**src/rtl/axil_apb_bridge_ms.sv**
```systemverilog
// AXI4-Lite to APB bridge: one transfer in flight, completer picked by addr[SEL_LSB +: clog2(NUM_SLV)].
// Define APB_TIMEOUT_EN to abort ACCESS phases that exceed TIMEOUT_CYC cycles.
module axil_apb_bridge_ms #(
  parameter int unsigned ADDR_WIDTH  = 32,
  parameter int unsigned DATA_WIDTH  = 32,
  parameter int unsigned NUM_SLV     = 4,
  parameter int unsigned SEL_LSB     = 12,
  parameter int unsigned TIMEOUT_CYC = 16
) (
  input  logic                          ACLK,
  input  logic                          ARESETn,
  input  logic [ADDR_WIDTH-1:0]         AWADDR,
  input  logic                          AWVALID,
  output logic                          AWREADY,
  input  logic [DATA_WIDTH-1:0]         WDATA,
  input  logic [DATA_WIDTH/8-1:0]       WSTRB,
  input  logic                          WVALID,
  output logic                          WREADY,
  output logic [1:0]                    BRESP,
  output logic                          BVALID,
  input  logic                          BREADY,
  input  logic [ADDR_WIDTH-1:0]         ARADDR,
  input  logic                          ARVALID,
  output logic                          ARREADY,
  output logic [DATA_WIDTH-1:0]         RDATA,
  output logic [1:0]                    RRESP,
  output logic                          RVALID,
  input  logic                          RREADY,
  output logic [ADDR_WIDTH-1:0]         PADDR,
  output logic [NUM_SLV-1:0]            PSEL,
  output logic                          PENABLE,
  output logic                          PWRITE,
  output logic [DATA_WIDTH-1:0]         PWDATA,
  output logic [DATA_WIDTH/8-1:0]       PSTRB,
  input  logic [NUM_SLV*DATA_WIDTH-1:0] PRDATA,
  input  logic [NUM_SLV-1:0]            PREADY,
  input  logic [NUM_SLV-1:0]            PSLVERR
);

  localparam int unsigned StrbW = DATA_WIDTH / 8;
  localparam int unsigned SelW  = (NUM_SLV > 1) ? $clog2(NUM_SLV) : 1;
  localparam logic [SelW:0] NumSlvW = (SelW + 1)'(NUM_SLV);

  typedef enum logic [1:0] {StIdle, StSetup, StAccess, StResp} state_e;

  state_e                  state_q, state_d;
  logic [ADDR_WIDTH-1:0]   addr_q, addr_d;
  logic [DATA_WIDTH-1:0]   wdata_q, wdata_d;
  logic [StrbW-1:0]        strb_q, strb_d;
  logic                    write_q, write_d;
  logic [SelW-1:0]         idx_q, idx_d;
  logic [1:0]              resp_q, resp_d;
  logic [DATA_WIDTH-1:0]   rdata_q, rdata_d;
  logic                    pref_wr_q, pref_wr_d;
  logic                    grant_wr, grant_rd;
  logic                    sel_ready, sel_err;
  logic [DATA_WIDTH-1:0]   sel_rdata;

  // Alternating priority only matters when both directions are eligible.
  assign grant_wr = (state_q == StIdle) && AWVALID && WVALID && (pref_wr_q || !ARVALID);
  assign grant_rd = (state_q == StIdle) && ARVALID && !grant_wr;

  always_comb begin
    sel_ready = 1'b0;
    sel_err   = 1'b0;
    sel_rdata = '0;
    for (int unsigned i = 0; i < NUM_SLV; i++) begin
      if (idx_q == SelW'(i)) begin
        sel_ready = PREADY[i];
        sel_err   = PSLVERR[i];
        sel_rdata = PRDATA[i*DATA_WIDTH +: DATA_WIDTH];
      end
    end
  end

`ifdef APB_TIMEOUT_EN
  localparam int unsigned TmoW = $clog2(TIMEOUT_CYC + 1);
  logic [TmoW-1:0] tmo_q, tmo_d;
`else
  logic unused_timeout;
  assign unused_timeout = ^TIMEOUT_CYC;
`endif

  always_comb begin
    state_d   = state_q;
    addr_d    = addr_q;
    wdata_d   = wdata_q;
    strb_d    = strb_q;
    write_d   = write_q;
    idx_d     = idx_q;
    resp_d    = resp_q;
    rdata_d   = rdata_q;
    pref_wr_d = pref_wr_q;
`ifdef APB_TIMEOUT_EN
    tmo_d     = tmo_q;
`endif
    unique case (state_q)
      StIdle: begin
        if (grant_wr || grant_rd) begin
          addr_d    = grant_wr ? AWADDR : ARADDR;
          wdata_d   = grant_wr ? WDATA : '0;
          strb_d    = grant_wr ? WSTRB : '0;
          write_d   = grant_wr;
          idx_d     = addr_d[SEL_LSB +: SelW];
          pref_wr_d = grant_rd;
          if ({1'b0, idx_d} < NumSlvW) begin
            state_d = StSetup;
          end else begin
            state_d = StResp;
            resp_d  = 2'b11;
            rdata_d = grant_rd ? '0 : rdata_q;
          end
        end
      end
      StSetup: begin
        state_d = StAccess;
`ifdef APB_TIMEOUT_EN
        tmo_d   = '0;
`endif
      end
      StAccess: begin
        if (sel_ready) begin
          state_d = StResp;
          resp_d  = sel_err ? 2'b10 : 2'b00;
          rdata_d = write_q ? rdata_q : sel_rdata;
        end
`ifdef APB_TIMEOUT_EN
        else if (tmo_q == TmoW'(TIMEOUT_CYC - 1)) begin
          state_d = StResp;
          resp_d  = 2'b10;
          rdata_d = write_q ? rdata_q : '0;
        end else begin
          tmo_d = tmo_q + 1'b1;
        end
`endif
      end
      StResp: begin
        if (write_q ? BREADY : RREADY) state_d = StIdle;
      end
      default: state_d = StIdle;
    endcase
  end

  always_ff @(posedge ACLK or negedge ARESETn) begin
    if (!ARESETn) begin
      state_q   <= StIdle;
      addr_q    <= '0;
      wdata_q   <= '0;
      strb_q    <= '0;
      write_q   <= 1'b0;
      idx_q     <= '0;
      resp_q    <= 2'b00;
      rdata_q   <= '0;
      pref_wr_q <= 1'b1;
    end else begin
      state_q   <= state_d;
      addr_q    <= addr_d;
      wdata_q   <= wdata_d;
      strb_q    <= strb_d;
      write_q   <= write_d;
      idx_q     <= idx_d;
      resp_q    <= resp_d;
      rdata_q   <= rdata_d;
      pref_wr_q <= pref_wr_d;
    end
  end

`ifdef APB_TIMEOUT_EN
  always_ff @(posedge ACLK or negedge ARESETn) begin
    if (!ARESETn) tmo_q <= '0;
    else          tmo_q <= tmo_d;
  end
`endif

  // Only a decoded index ever reaches SETUP, so PSEL stays one-hot or zero.
  always_comb begin
    PSEL = '0;
    if (state_q == StSetup || state_q == StAccess) begin
      for (int unsigned i = 0; i < NUM_SLV; i++) PSEL[i] = (idx_q == SelW'(i));
    end
  end

  // Handshake outputs are forced low while reset is held, even with valids pending.
  assign AWREADY = grant_wr && ARESETn;
  assign WREADY  = grant_wr && ARESETn;
  assign ARREADY = grant_rd && ARESETn;
  assign PENABLE = (state_q == StAccess);
  assign PADDR   = addr_q;
  assign PWRITE  = write_q;
  assign PWDATA  = wdata_q;
  assign PSTRB   = strb_q;
  assign BVALID  = (state_q == StResp) && write_q;
  assign RVALID  = (state_q == StResp) && !write_q;
  assign BRESP   = resp_q;
  assign RRESP   = resp_q;
  assign RDATA   = rdata_q;

endmodule
```
**config.mk**
```make
export PLATFORM = sky130hd
export DESIGN_NAME = axil_apb_bridge_ms
export DESIGN_NICKNAME = d
export VERILOG_FILES = /design/src/rtl/axil_apb_bridge_ms.sv
export SDC_FILE = /design/constraint.sdc
export NUM_CORES = 1
export LEC_CHECK = 0
export ABC_AREA = 1
export CELL_PAD_IN_SITES_DETAIL_PLACEMENT = 1
export CELL_PAD_IN_SITES_GLOBAL_PLACEMENT = 1
export CORE_UTILIZATION = 26
export DETAILED_ROUTE_END_ITERATION = 16
export HOLD_SLACK_MARGIN = 0.05
export PLACE_DENSITY_LB_ADDON = 0.1
export SKIP_CTS_REPAIR_TIMING = 1
export SLEW_MARGIN = 20
export SYNTH_ARGS = -nofsm -noshare
export SYNTH_HDL_FRONTEND = slang
export SYNTH_SLANG_ARGS = --single-unit
```
**constraint.sdc**
```tcl
create_clock -name ACLK -period 3.6 [get_ports ACLK]
set_input_delay 0.72 -clock ACLK [delete_from_list [all_inputs] [get_ports ACLK]]
set_output_delay 0.72 -clock ACLK [all_outputs]
set_load 0.03 [all_outputs]
```
== After elaboration in Yosys (flattened, before gate mapping) ==
Cells that the tools add are included.
Cells by class
  add/subtract/negate cells: 0
  $mul: 0
  div/mod/pow operators: 0
  $lt $le $gt $ge: 0
  equality and inequality tests: 9
  shifts and indexed selects: 0
  multiplexer cells: 22
  bitwise gates (word level): 1
  reductions and logical operators: 21
Operators with widths (count)
  two-way mux 32 bit: 6
  logical AND 1 bit: 9
  two-way mux 1 bit: 9
  equality test 2 bit, second input constant: 4
  two-way mux 2 bit: 4
  two-way mux 4 bit: 2
  case mux 2 bit (4 select lines): 1
  AND reduction 3 bit: 2
  equality test 2 x 1 -> 1 bit, second input constant: 2
  logical NOT 2 bit: 2
  != test 2 x 1 -> 1 bit, second input constant: 2
  AND reduction 2 bit: 2
  logical NOT 1 bit: 3
  logical OR 1 bit: 3
  != test 2 bit, second input constant: 1
  NOT 1 bit: 1
Word-level totals
  register bits: 108
  latch bits: 0
  bits in writable memories: 0
  memory bits (read-only): 0
  input bits: 243
  output and inout port bits: 115
  word-level logic and storage cells: 62
  memories kept: 0

== Depth between registers and ports, before layout ==
Gate-level depths: netlist of run 1.
  depth after elaboration: 9
  gate-level depth with buffers: 10

== Least setup slack after synthesis of run 1 ==
OpenSTA, ideal clock, no wires.
  kind: input-to-output
  from: input port ARVALID
  to: output port WREADY
  arrival time: 2013 ps
  required time: 2880 ps
  path slack: 867 ps
  stages: 7
  buffers on the path: 4
  cells stage by stage: buf_4 > inv_1 > o21ai_2 > buf_4 > buf_2 > nor2_1 > buf_4
Between the ends
  cells in the longest elaborated chain, start to end: 4
Ends and longest elaborated chain
  from (decl): line 23  | input logic ARVALID,
  logical NOT 1 bit: line 60  | assign grant_wr = (state_q == StIdle) && AWVALID && WVALID && (pref_wr_q || !ARVALID);
  logical OR 1 bit: line 60
  logical AND 1 bit: line 60
  logical AND 1 bit
  to (decl): line 18  | output logic WREADY,
No other way between the ends.

== Worst setup path in the final report of run 1 ==
  from: input port WVALID
  to: output port AWREADY
Between the ends
  cells in the longest elaborated chain, start to end: 3
Ends and longest elaborated chain
  from (decl): line 17  | input logic WVALID,
  logical AND 1 bit (2 in series): line 60
  logical AND 1 bit: line 184  | assign AWREADY = grant_wr && ARESETn;
  to (decl): line 14  | output logic AWREADY,
No other way between the ends.

==> impl_results.md, run 1 <==
- Outcome: completed
- Post-route setup slack: 416 ps
- Critical Path RT: 2880 ps
- Total Power Consumption: 7.96 mW
- CTS tree: built
- Cell Pwr Density: 846 nW/µm²
- Initial Util: 26.7%
- Seq/Total Area, Yosys: 48.3%
- Setup violations, final: 0
- Synthesized flop and latch total: 105
- Sink Count: 105
- Synth Area per Inst: 7.56 µm²
- Avg WL per Cell: 18.0 µm
- Critical Path Source Type: primary input
- Core Region: 20400 µm²
- Clock Path Buffers: 2
- Worst Max-Slew Pin Slew: 1040 ps
- Mapped Area: 5450 µm²
- Worst skew pair latency: 360 ps
- Static Leakage: 4.22 nW
- Drt first pass iters: 4
- Tcrit/Tclk final: 88.4%
- Endpoints failing hold: 0
- Reg-to-Reg End: RDATA[12]
- Avg Vias per Cell: 4.71
- Vias in the first global route: 6535
- Diode count: 0
- Die X: 147 µm
- Worst reg2reg setup slack: 1190 ps
- YS warnings: 0
- RSZ-0062 raised after global routing: false
- Worst Setup SP: WVALID
- Path depth of the worst reg2reg path: 8
- Largest net degree at the start of global routing: 102
- Grt ovf: 0
- Initial antenna violation count: 0
- Fillcell total: 2497
- VDD IR max: 0.353 mV
- Post-Layout Inst Area: 9420 µm²
- Die footprint: 21500 µm²
- IO Count: 358
- Drt total wl: 23.7 mm
- Max-slew headroom: 30.6%
- Min cycle time layout: 3180 ps
- Post-synthesis cell count: 720
- Final RePlAce weighted congestion: 0.779
- DP Worst Slack: 383 ps
- WS Path Type: in2out
- Remaining antenna violation count: 0
- Fmax: 314 MHz
- DIE HEIGHT: 147 µm
- Site Rows: 52
- Final setup TNS: 0 ps
- Yosys cell types: 30
- Hold Path Class: in2async
- Port-buffer cells: 355
- Layout Skew: 7.94 ps
- Post-placement cell area: 9130 µm²
- Post-DP HPWL: 17.3 mm
- Layout cells sized above 1: 5.15%
- Vias: 6206
- Global-route wire length before repair: 37.1 mm
- Max Cap Violations: 0
- Area growth syn-to-layout: 72.9%
- Worst setup path end: AWREADY
- CTS H-tree depth: 3
- Crit path max fanout: 3
- Root buf cell: clkbuf_16
- Fin. max-slew vios: 0
- Worst Setup End Kind: primary output
- R2r startpoint: PADDR[13]
- DRT iter0 DRCs: 201
- CTS Buf Count: 9
- Arr. time, crit path: 2460 ps
- Clk slew on worst S/H paths: 80 ps
- Layout Nets: 1289
- Tot GR Track Use: 22.3%
- # DRC: 0
[Yosys cell counts]
cell type | instances | area (µm²)
nand2_1 | 304 | 1140
nand3_1 | 105 | 526
dfrtp_1 | 104 | 2600
nor2_1 | 37 | 139
nand4_1 | 33 | 206
a31oi_1 | 32 | 200
buf_2 | 22 | 110
clkbuf_1 | 19 | 71.3
inv_1 | 13 | 48.8
nand2_2 | 12 | 75.1
buf_4 | 9 | 67.6
buf_6 | 4 | 45.0
nor3_1 | 4 | 20.0
ha_1 | 3 | 37.5
buf_1 | 2 | 7.51
nor2_2 | 2 | 12.5
o21ai_0 | 2 | 10.0
a211oi_1 | 1 | 7.51
a21oi_1 | 1 | 5.00
and3_1 | 1 | 6.26
buf_8 | 1 | 15.0
conb_1 | 1 | 3.75
dfstp_2 | 1 | 26.3
inv_2 | 1 | 3.75
inv_4 | 1 | 6.26
nand2_4 | 1 | 11.3
nor2_8 | 1 | 20.0
o21ai_2 | 1 | 8.76
o22ai_1 | 1 | 6.26
or2_0 | 1 | 6.26
[metal layers]
metal  part of all wire (%)  vias to the layer above  global-route usage [%]  wire length (µm)
met2                     49                      220                    38.8             11600
met3                    9.8                       28                    7.76              2320
met4                    2.0                        0                    7.03               466
met1                     39                     2965                    25.4              9300
li1                       -                     2993                       -                 -
met5                      0                        -                       0                 0
[through the flow]
stage / hold WS [ps] / utilization [%] / instances
2_1_floorplan: 424 / - / 721
3_3_place_gp: 453 / 44.8 / 1302
3_5_place_dp: 457 / 44.8 / 1302
4_1_cts: 417 / 46.2 / 1318
5_1_grt: 432 / 46.2 / 1318
6_report: 415 / 46.2 / 1318
[worst min path at each step]
stage                      to  depth (start not counted)
floorplan            BRESP[1]                          0
global placement    RDATA[28]                          2
detailed placement  RDATA[21]                          2
CTS                  RDATA[1]                          2
global route         RDATA[2]                          2
finish              RDATA[16]                          2
[logic make-up after synthesis]
| group | share of synthesized area (%) |
|---|---|
| AO/OA/AOI/OAI | 4.36 |
| adder cells (fa/ha/maj) | 0.689 |
| buffers and inverters | 6.89 |
| flip-flops | 48.3 |
| other | 0.0689 |
| AND/OR/NAND/NOR | 39.7 |
[sequential cells by signal, indices dropped and copies added (netlist names)]
register   count
PADDR         32
PWDATA        32
RDATA         32
PSTRB          4
state_q        2
BRESP          1
PWRITE         1
pref_wr_q      1
[critical path: stages]
cell and delay, ps:
clkdlybuf4s50_1 470, and3_1 210, o21ai_4 90, nor2_1 210, clkdlybuf4s50_1 750
[final cells by class]
class                           count  area [µm²]  share of cell area [%]
Timing Repair Buffer              368        3650                    38.7
Sequential cell                   105        2630                    27.9
Multi-Input combinational cell    544        2460                    26.1
Tap cell                          270         338                    3.59
Clock buffer                        9         225                    2.39
Clock inverter                      7        61.3                   0.651
Inverter                           15        58.8                   0.624
[where the power goes]
group          internal [mW]  switching, mW
combinational           1.85           3.00
sequential              1.75          0.373
clock                  0.483          0.500
total                   4.09           3.88
[layout by cell type (no fill, tap or decap), drive strengths merged]
master and n:
buf 16, clkinv 2, nand2 317, nand4 33
clkbuf 9, inv 18, ha 3, nand3 105
dfstp 1, and3 1, a21oi 1, nor2 40
a211oi 1, o22ai 1, a31oi 32, or2 1
o21ai 3, nor3 4, dfrtp 104, clkinvlp 2
conb 2, clkdlybuf4s50 352
Power figures use the tool's default switching activity.
==> inputs of run 2 (changes only) <==
GPL_TIMING_DRIVEN = 0   (was not set)
==> run 2 against run 1 <==
Net effect:
- via count is 2.0% higher
- clock skew is 1.8 ps lower
- register-to-register slack better by 430 ps
- largest cell class unchanged
- critical path depth is 5 higher
==> impl_results.md, run 2 (same netlist as run 1, synthesis figures left out) <==
- Max-slew headroom: 63.6% (was 30.6%)
- Final RePlAce weighted congestion: 0.780 (was 0.779)
- Layout Skew: 6.16 ps (was 7.94 ps)
- Crit path max fanout: 10 (was 3)
- Cell Pwr Density: 838 nW/µm² (was 846 nW/µm²)
- Final Util: 47.4% (was 46.2%)
- CTS tree: built (unchanged)
- Area growth syn-to-layout: 77.3% (was 72.9%)
- Tot GR Track Use: 22.2% (was 22.3%)
- DIE HEIGHT: 147 µm (unchanged)
- Post-placement cell area: 9360 µm² (was 9130 µm²)
- Post-Layout Inst Area: 9660 µm² (was 9420 µm²)
- Vias in the first global route: 6684 (was 6535)
- Sink Count: 105 (unchanged)
- Layout Nets: 1333 (was 1289)
- Commonest non-fill, non-tap cell in the layout: clkdlybuf4s50_1 (unchanged)
- Reg-to-Reg End: RDATA[7] (was RDATA[12])
- Path depth of the worst reg2reg path: 7 (was 8)
- Setup violations, final: 0 (unchanged)
- Cells after DPL: 1346 (was 1302)
- WS Path Type: reg2out (was in2out)
- Worst Max-Slew Pin Slew: 546 ps (was 1040 ps)
- Worst Setup End Kind: primary output (unchanged)
- Post-DP HPWL: 18.9 mm (was 17.3 mm)
- Max Cap Violations: 0 (unchanged)
- Worst skew pair latency: 350 ps (was 360 ps)
- R2r startpoint: state_q[0] (was PADDR[13])
- Outcome: completed (unchanged)
- Multi-input gate area: 2450 µm² (was 2460 µm²)
- Arr. time, crit path: 2460 ps (about the same)
- Critical Path Source Type: register (was primary input)
- Drt total wl: 24.0 mm (was 23.7 mm)
- Min cycle time layout: 3180 ps (about the same)
- Storage cell area: 2630 µm² (unchanged)
- Die footprint: 21500 µm² (unchanged)
- Fmax: 315 MHz (was 314 MHz)
- RSZ-0062 raised after global routing: false (unchanged)
- Clock Path Buffers: 2 (unchanged)
- Static Leakage: 4.41 nW (was 4.22 nW)
- Core Region: 20400 µm² (unchanged)
- Endpoints failing hold: 0 (unchanged)
- Global-route wire length before repair: 37.2 mm (was 37.1 mm)
- Remaining antenna violation count: 0 (unchanged)
- Tcrit/Tclk final: 88.3% (was 88.4%)
- Avg WL per Cell: 17.6 µm (was 18.0 µm)
- Port-buffer cells: 354 (was 355)
- VDD IR max: 0.474 mV (was 0.353 mV)
- Die X: 147 µm (unchanged)
- Fillcell total: 2448 (was 2497)
- Critical Path RT: 2880 ps (about the same)
- Layout cells sized above 1: 6.78% (was 5.15%)
- Grt ovf: 0 (unchanged)
- Worst reg2reg setup slack: 1620 ps (was 1190 ps)
- Fin. max-slew vios: 0 (unchanged)
- Site Rows: 52 (unchanged)
- Avg Vias per Cell: 4.64 (was 4.71)
- Initial Util: 26.7% (unchanged)
- Fin cells: 1363 (was 1318)
- IO Count: 358 (unchanged)
- Vias: 6330 (was 6206)
- # DRC: 0 (unchanged)
- Hold Path Class: in2async (unchanged)
- Commonest cells after routing, fill and taps aside: clkdlybuf4s50_1 (350), nand2_1 (304), nand3_1 (105), dfrtp_1 (104), nor2_1 (37) (was clkdlybuf4s50_1 (352), nand2_1 (303), nand3_1 (105), dfrtp_1 (104), nor2_1 (36))
- Largest net degree at the start of global routing: 71 (was 102)
- Initial antenna violation count: 1 (was 0)
- Root buf cell: clkbuf_16 (unchanged)
- Clk slew on worst S/H paths: 80 ps (about the same)
- DRT iter0 DRCs: 189 (was 201)
- CTS Buf Count: 9 (unchanged)
- Drt first pass iters: 4 (unchanged)
- CTS H-tree depth: 3 (unchanged)
run 2: area by class of cell:
class	instances	share of cell area, %
timing repair buffer	355	37.1
sequential	105	27.2
multi-input combinational	544	25.3
tap	270	3.50
buffer	57	3.28
clock buffer	9	2.33
clock inverter	7	0.648
inverter	15	0.609
antenna	1	0.0259
run 2: critical path, stage by stage, from the launching register on:
cell            delay (ps)
dfrtp_1                400
inv_1                  100
ha_1                   150
buf_2                  200
and3_1                 200
o21ai_2                100
buf_4                  190
buf_2                  200
nor2_1                 180
buf_4                  130
dlymetal6s2s_1         270
run 2: worst max path at each step:
stage          startpoint      to  slack [ps]  cells past startpoint
2_1_floorplan     ARVALID  WREADY         870                      7
3_3_place_gp      ARESETn  WREADY       -3570                      5
3_5_place_dp       WVALID  WREADY          50                      8
4_1_cts        state_q[0]  WREADY         -10                     10
5_1_grt        state_q[0]  WREADY         250                     10
6_report       state_q[0]  WREADY         420                     10
run 2: per-layer routing:
metal | part of all wire, % | vias up | track usage, %
li1 | - | 3094 | -
met1 | 40 | 2980 | 25.7
met2 | 49 | 235 | 38.6
met3 | 9.6 | 21 | 7.45
met4 | 1.5 | 0 | 7.03
met5 | 0 | - | 0
run 2: power breakdown:
group / total, mW / switching [mW] / leakage, nW / internal [mW]
clock: 0.986 / 0.502 / 0.132 / 0.484
combinational: 5.03 / 3.08 / 2.94 / 1.95
sequential: 2.08 / 0.331 / 1.34 / 1.75
total: 8.10 / 3.91 / 4.41 / 4.19
run 2: stage by stage:
| stage | setup slack (ps) | power, mW | hold slack (ps) | setup TNS, ps |
|---|---|---|---|---|
| floorplan | 867 | 4.94 | 424 | 0 |
| finish | 421 | 8.10 | 247 | 0 |
| global route | 248 | 8.65 | 277 | 0 |
| CTS | -10.2 | 8.23 | 258 | -10.2 |
| global placement | -3570 | 7.15 | 453 | -289750 |
| detailed placement | 46.2 | 7.21 | 460 | 0 |
